--- config.mk ---
export PLATFORM = sky130hd
export DESIGN_NAME = sad_accum
export DESIGN_NICKNAME = d
export VERILOG_FILES = /design/src/rtl/sad_accum.sv
export SDC_FILE = /design/constraint.sdc
export NUM_CORES = 1
export LEC_CHECK = 0
export CORE_AREA = 2 2 74 76
export CTS_BUF_LIST = sky130_fd_sc_hd__clkbuf_8
export DETAILED_ROUTE_END_ITERATION = 12
export DIE_AREA = 0 0 76 78
export PLACE_DENSITY_LB_ADDON = 0.1
export RECOVER_POWER = 50
export SKIP_LAST_GASP = 1
export SYNTH_ARGS = -nofsm -noshare
export SYNTH_HDL_FRONTEND = slang
export SYNTH_SLANG_ARGS = --single-unit
--- constraint.sdc ---
create_clock -name clk -period 8.6 [get_ports clk]
set_clock_uncertainty 0.1 [all_clocks]
set_input_delay 1.29 -clock clk [delete_from_list [all_inputs] [get_ports clk]]
set_output_delay 1.29 -clock clk [all_outputs]
set_load 0.01 [all_outputs]
--- src/rtl/sad_accum.sv ---
// Windowed sum-of-absolute-differences accumulator with a valid/ready result port.
// Optional per-window max |diff| tracking is enabled by defining SAD_MAX_TRACK_EN.
module sad_accum #(
    parameter int unsigned WIN   = 8,
    parameter int unsigned ACC_W = 12
) (
    input  logic             clk,
    input  logic             rst,
    input  logic             in_valid,
    output logic             in_ready,
    input  logic [8:0]       diff,
    input  logic             flush,
    output logic             out_valid,
    input  logic             out_ready,
    output logic [ACC_W-1:0] sum,
    output logic [8:0]       n,
    output logic             sat
`ifdef SAD_MAX_TRACK_EN
    ,
    output logic [8:0]       max_abs
`endif
);

    localparam int unsigned CNT_W = 9;
    localparam int unsigned EXT_W = ACC_W + 1;
    localparam logic [CNT_W-1:0] LAST = CNT_W'(WIN - 1);

    typedef enum logic {
        ACC  = 1'b0,
        HOLD = 1'b1
    } state_t;

    state_t state, state_nx;

    logic [ACC_W-1:0] acc;
    logic             acc_sat;
    logic [CNT_W-1:0] cnt;

    logic             accept;
    logic             close_c;
    logic [8:0]       abs_d;
    logic [EXT_W-1:0] sum_ext;
    logic             ovf;
    logic [ACC_W-1:0] win_acc;
    logic             win_sat;
    logic [CNT_W-1:0] win_cnt;

    // Two's-complement magnitude; -256 wraps to 9'h100, which reads as 256 unsigned.
    always_comb begin
        abs_d = diff[8] ? (~diff + 9'd1) : diff;
    end

    // Window totals including the sample accepted this cycle.
    always_comb begin
        accept  = in_valid && (state == ACC);
        sum_ext = EXT_W'(acc) + EXT_W'(abs_d);
        ovf     = sum_ext[ACC_W];
        win_acc = acc;
        win_sat = acc_sat;
        win_cnt = cnt;
        if (accept) begin
            win_acc = ovf ? {ACC_W{1'b1}} : sum_ext[ACC_W-1:0];
            win_sat = acc_sat | ovf;
            win_cnt = cnt + CNT_W'(1);
        end
        close_c = (state == ACC) &&
                  ((accept && (cnt == LAST)) || (flush && ((cnt != '0) || accept)));
    end

`ifdef SAD_MAX_TRACK_EN
    logic [8:0] max_run;
    logic [8:0] win_max;

    always_comb begin
        win_max = max_run;
        if (accept && (abs_d > max_run)) begin
            win_max = abs_d;
        end
    end

    always_ff @(posedge clk) begin
        if (rst) begin
            max_run <= '0;
            max_abs <= '0;
        end else if (close_c) begin
            max_run <= '0;
            max_abs <= win_max;
        end else begin
            max_run <= win_max;
        end
    end
`endif

    always_ff @(posedge clk) begin
        if (rst) begin
            state <= ACC;
        end else begin
            state <= state_nx;
        end
    end

    always_comb begin
        state_nx = state;
        case (state)
            ACC:     if (close_c)   state_nx = HOLD;
            HOLD:    if (out_ready) state_nx = ACC;
            default: state_nx = ACC;
        endcase
    end

    // Handshake flags are registered copies of the next state.
    always_ff @(posedge clk) begin
        if (rst) begin
            in_ready  <= 1'b1;
            out_valid <= 1'b0;
        end else begin
            in_ready  <= (state_nx == ACC);
            out_valid <= (state_nx == HOLD);
        end
    end

    always_ff @(posedge clk) begin
        if (rst) begin
            acc     <= '0;
            acc_sat <= 1'b0;
            cnt     <= '0;
            sum     <= '0;
            n       <= '0;
            sat     <= 1'b0;
        end else if (close_c) begin
            acc     <= '0;
            acc_sat <= 1'b0;
            cnt     <= '0;
            sum     <= win_acc;
            n       <= win_cnt;
            sat     <= win_sat;
        end else begin
            acc     <= win_acc;
            acc_sat <= win_sat;
            cnt     <= win_cnt;
        end
    end

endmodule

==> metrics, run 1 <==
Starting DRT DRC Count 85; Cell Chain, Critical Path dlygate4sd3_1, nor2b_1, clkbuf_1, and3_1, a21boi_0, a21oi_1, clkbuf_1, o221ai_1, a21oi_1; via count 2141; most frequent cells in the layout dfxtp_1 (46), nor2_1 (37), dlygate4sd3_1 (25); largest stage delay on the critical path 0.90 ns; post-synthesis instance total between 200 and 300; vias in the first global route 2062; Final Slew Violations 0; Port-buffer cells 37; setup repair bufs after CTS 0; Routed wire per std cell 13.7 um; cts bufs inserted 5; multi-input logic area 0.00142 sq mm; site row count 26; post_cts resized 0; CORE AREA 0.00504 sq mm; RSZ-0062 raised after global routing false; Root Driver clkbuf_8; final wirelength 5370 um; met3 wire len just under 200 um; CTS sink count 46; GP Congestion 0.855; via/cell ratio 5.48; setup ws final 3.36 ns; CP Data Arrival Time 5.38 ns; Synth-to-Final Area Change 20.3%; dpl hpwl 4000 um; Buf/Inv on CP 3; layout cells sized above 1 4.67%; metal1 wirelength 2390 um; post-route ant nets 0; dominant cells by area after synthesis dfxtp_1 (38%), ha_1 (6.7%), nor2_1 (5.7%); clock latency on the worst-skew pair 0.30 ns; area share of the largest cell type after synthesis 37.7%; Yosys reg bits 46; outcome finished clean; CTS Hold Buffers Added 0; Syn. warnings 0; Die Area 0.00593 sq mm; Setup TNS 0 ns; Die Wd 76 um; commonest non-fill, non-tap cell in the layout dfxtp_1; Max Clk Rate between 0.15 and 0.2 GHz; Design Power 530 uW; Yosys cell types 47; Post-synth EDFFs 0; largest net degree at the start of global routing 29; Tmin final approximately 5.2 ns; Crit Path Max Fanout 28; Least-Margin Pin Slew about 1.2 ns; Placement Setup Slack 4.11 ns; fin util 58.2%; Worst setup EP type register; fill count 488; clock buffer depth 2; Post-Syn Area 0.00244 sq mm; largest area contributor in the netlist dfxtp_1; critical path launch point type input port; count of final hold-check violations 0; Worst slew margin 18.9%; GRT Util Overall 19.5%; H-Tree Depth 2; final setup fails 0; Power Density about 180 mW/mm^2; initial antenna violation count 0; Layout Nets 348; first-pass GRT wire length 9380 um; Leak 0.00117 uW; n_diodes 0; HP Class reg2reg; top_reg_cell synth dfxtp_1; Crit path max-delay family buffers and inverters; kind of critical path in2reg; async set-reset flop share out of synthesis 0%; Register Area 921 sq um; Seq/Total Area, Yosys a little under two fifths; DRC 0; drt pass-1 iters 4; highest metal used met4; Max Cap Viol 0; GRT overflow 0; CP max-delay cell clkbuf_1; Syn Nets between 300 and 400; fin crit share 61.0%; CP required slightly below 9 ns; I/O pin count 38; CTS tree built; Post-Syn Area per Cell 8.50 sq um; Worst IR Drop VDD between 0.09 and 0.1 mV; Die H between 70 and 80 um; Starting Density 48.4%; met2 WL 2700 um; clk slew on worst S/H paths 0.09 ns
-- metal layers --
layer	track usage, %	vias up
met5	0	-
met2	36.5	40
met1	22.3	989
met4	6.91	0
li1	-	1105
met3	3.37	7
-- logic make-up (layout without fill, tap and decap cells) --
family                   count (synthesis)  count (layout)  share of synthesized area (%)
AO/OA/AOI/OAI                           81              81                           22.6
flip-flops                              46              46                           37.7
AND/OR/NAND/NOR                        102             102                           20.3
multiplexers                             1               1                          0.410
buffers and inverters                   22              56                           4.00
adder cells (fa/ha/maj)                 14              14                           7.49
XOR/XNOR                                21              21                           7.54
-- cells in the mapped netlist (3+ instances only) --
master and instances:
a21oi_1 19, o21ai_0 14, o22ai_1 5, a21o_1 6
a22oi_1 3, nand2_1 21, nand2b_1 6, dfxtp_1 46
clkbuf_1 6, a211oi_1 13, nand3_1 9, a31oi_1 3
nor2_1 37, nor2b_1 3, xnor2_1 15, and3_1 5
xor2_1 6, nor3_1 8, ha_1 13, buf_2 6
inv_1 8
-- tightest hold or removal path, stage by stage, from the launching register on --
cell	delay (ns)
dfxtp_1	0.32
nand2_1	0.05
a21oi_1	0.05
-- final cells by class --
type,instances,area share [%]
Clock buffer,5,2.35
Clock inverter,3,0.810
Inverter,8,1.02
Multi-Input combinational cell,219,48.3
Sequential cell,46,31.4
Tap cell,70,2.99
Timing Repair Buffer,40,13.1
-- sequential cells by signal, summed over array words and instances (netlist names) --
name       count
cnt            9
in_ready       1
n              9
acc           12
sum           12
acc_sat        1
sat            1
out_valid      1
-- stage by stage --
stage / hold WS [ns] / instances / instance area (sq um)
finish: 0.357 / 391 / 2930
global route: 0.388 / 391 / 2930
CTS: 0.360 / 391 / 2950
detailed placement: 0.347 / 383 / 2860
global placement: 0.342 / 383 / 2860
floorplan: 0.324 / 287 / 2440
-- power breakdown --
part / switching [uW] / internal, uW
Sequential: 11.5 / 231
Clock: 80.0 / 58.2
Combinational: 81.5 / 67.0
Total: 173 / 357
-- path summary, 6_finish.rpt --
kind                            slack [ns]                  from  cells past startpoint             endpoint
worst max-delay path                  3.36              in_valid                      9  sum[5]$_SDFFE_PP0P_
worst min-delay path                  0.36   sum[6]$_SDFFE_PP0P_                      2  sum[6]$_SDFFE_PP0P_
worst max register to register        4.57  out_valid$_SDFF_PP0_                      8  sum[5]$_SDFFE_PP0P_
worst min register to register        0.36   sum[6]$_SDFFE_PP0P_                      2  sum[6]$_SDFFE_PP0P_
Note: power is estimated with default switching activity, not from simulation.
==> run 2, diff against run 1 <==
- clock period: 8.6 -> 5 ns (I/O delays scaled with it)
==> metrics, run 2 (synthesis gave the netlist of run 1 again) <==
outcome finished clean; Leak 0.00118 uW (+1.1%); fin crit share 80.1%; first-pass GRT wire length 9330 um (-0.52%); CORE AREA 0.00504 sq mm (unchanged); commonest non-fill, non-tap cell in the layout dfxtp_1; kind of critical path in2reg; Worst slew margin 16.4% (-2.5 points); Starting DRT DRC Count 101 (+19%); Die Wd 76 um (unchanged); sw frac 31.9% (-0.75 points); Die H 78 um (unchanged); Crit Path Max Fanout 28 (unchanged); H-Tree Depth 2 (unchanged); Clk network pwr share 24.8% (-1.3 points); CP required 5.11 ns (-3.63 ns); post-route ant nets 0 (unchanged); n_diodes 0 (unchanged); CP Data Arrival Time 4.12 ns (-1.26 ns); global-route met3 utilization 3.95% (+0.58 points); GRT busiest layer met2; CTS sink count 46 (unchanged); clk slew on worst S/H paths 0.09 ns (about the same); clock buffer depth 2 (unchanged); I/O pin count 38 (unchanged); RSZ-0062 raised after global routing false; Worst setup EP type register; fill count 515 (+5.5%); Final Slew Violations 0 (unchanged); Synth-to-Final Area Change 20.2% (about the same); drt pass-1 iters 4 (unchanged); Reg power frac 46.5% (+0.6 points); Cells after DPL 383 (unchanged); final wirelength 5390 um (+0.47%); Worst IR Drop VDD 0.182 mV (+98%); CTS tree built; Regs by FF count acc: 12 flops, sum: 12 flops; Routed wire per std cell 13.8 um (+0.47%); setup ws final 0.993 ns (-2.36 ns); clock latency on the worst-skew pair 0.29 ns (about the same); via count 2135 (-0.28%); dpl hpwl 4030 um (+0.58%); post_cts resized 0 (unchanged); GRT met1 Usage 23.2% (+0.87 points); non-filler cells, final 391 (unchanged); most frequent cells in the layout dfxtp_1 (46), nor2_1 (37), dlygate4sd3_1 (25); Crit path max-delay family compound AO/OA/AOI/OAI gates; GRT overflow 0 (unchanged); final setup fails 0 (unchanged); initial antenna violation count 0 (unchanged); Layout Nets 348 (unchanged); Max Clk Rate 0.250 GHz; layout cells sized above 1 4.67% (unchanged); Least-Margin Pin Slew 1.25 ns (+0.0373 ns); Tmin final 4.01 ns; HP Class reg2reg; critical path launch point type input port; Buf/Inv on CP 3 (unchanged); DRC 0 (unchanged); vias in the first global route 2069 (+0.34%); Root Driver clkbuf_8; via/cell ratio 5.46 (-0.28%); count of final hold-check violations 0 (unchanged); Power Internal 610 uW (+71%); Cell Chain, Critical Path dlygate4sd3_1, nor2b_1, buf_4, and3_1, a21boi_0, a21oi_1, clkbuf_1, nor2_1, a211oi_1; setup repair bufs after CTS 0 (unchanged); Setup TNS 0 ns (unchanged); CTS Hold Buffers Added 0 (unchanged); Max Cap Viol 0 (unchanged); Power Density 306 mW/mm^2 (+69%); met2 GRT Util 34.9% (-1.6 points); cts bufs inserted 5 (unchanged); Starting Density 48.4% (unchanged); Comb power frac 28.6% (+0.6 points); Die Area 0.00593 sq mm (unchanged); Port-buffer cells 37 (unchanged); net load switching power 286 uW (+65%); site row count 26 (unchanged); GRT Util Overall 19.4% (-0.10 points); largest net degree at the start of global routing 29 (unchanged); Placement Setup Slack 0.950 ns (-3.16 ns); largest stage delay on the critical path 1.00 ns (+0.10 ns); CP max-delay cell a21oi_1; GP Congestion 0.872 (+1.9%)
==> run 2: cell type report <==
| type | count | area, sq um | area share (%) |
|---|---|---|---|
| Clock inverter | 3 | 17.5 | 0.598 |
| Clock buffer | 5 | 68.8 | 2.35 |
| Sequential cell | 46 | 921 | 31.4 |
| Tap cell | 70 | 87.6 | 2.99 |
| Timing Repair Buffer | 40 | 389 | 13.3 |
| Multi-Input combinational cell | 219 | 1420 | 48.4 |
| Inverter | 8 | 30.0 | 1.02 |
==> run 2: final timing paths <==
check	slack (ns)	endpoint	depth (start not counted)	start
worst min register to register	0.36	sum[1]$_SDFFE_PP0P_	2	sum[1]$_SDFFE_PP0P_
worst max register to register	1.67	n[1]$_SDFFE_PP0P_	7	cnt[3]$_SDFF_PP0_
worst max-delay path	0.99	n[1]$_SDFFE_PP0P_	9	in_valid
worst min-delay path	0.36	sum[1]$_SDFFE_PP0P_	2	sum[1]$_SDFFE_PP0P_
==> run 2: power groups by stage <==
stage	logic, uW	registers [uW]	clock network [uW]
6_report	257	417	223
5_1_grt	288	422	247
4_1_cts	269	419	229
3_5_place_dp	268	427	0
3_3_place_gp	264	427	0
2_1_floorplan	170	433	0
==> run 2: layer usage <==
metal  part of all wire (%)  vias up
met4                    1.8        0
li1                       -     1105
met3                    4.3        6
met1                     44      983
met5                      0        -
met2                     50       41
==> run 2: tightest hold or removal path: stages (launching register included) <==
cell     delay, ns
dfxtp_1       0.32
nand2_1       0.05
a21oi_1       0.05
==> run 2: stage by stage <==
stage	utilization, %	total power (uW)	hold WS, ns	cell area, sq um
floorplan	-	604	0.324	2440
global placement	56.7	691	0.342	2860
detailed placement	56.7	695	0.352	2860
CTS	58.4	917	0.369	2940
global route	58.1	957	0.385	2930
finish	58.1	897	0.361	2930
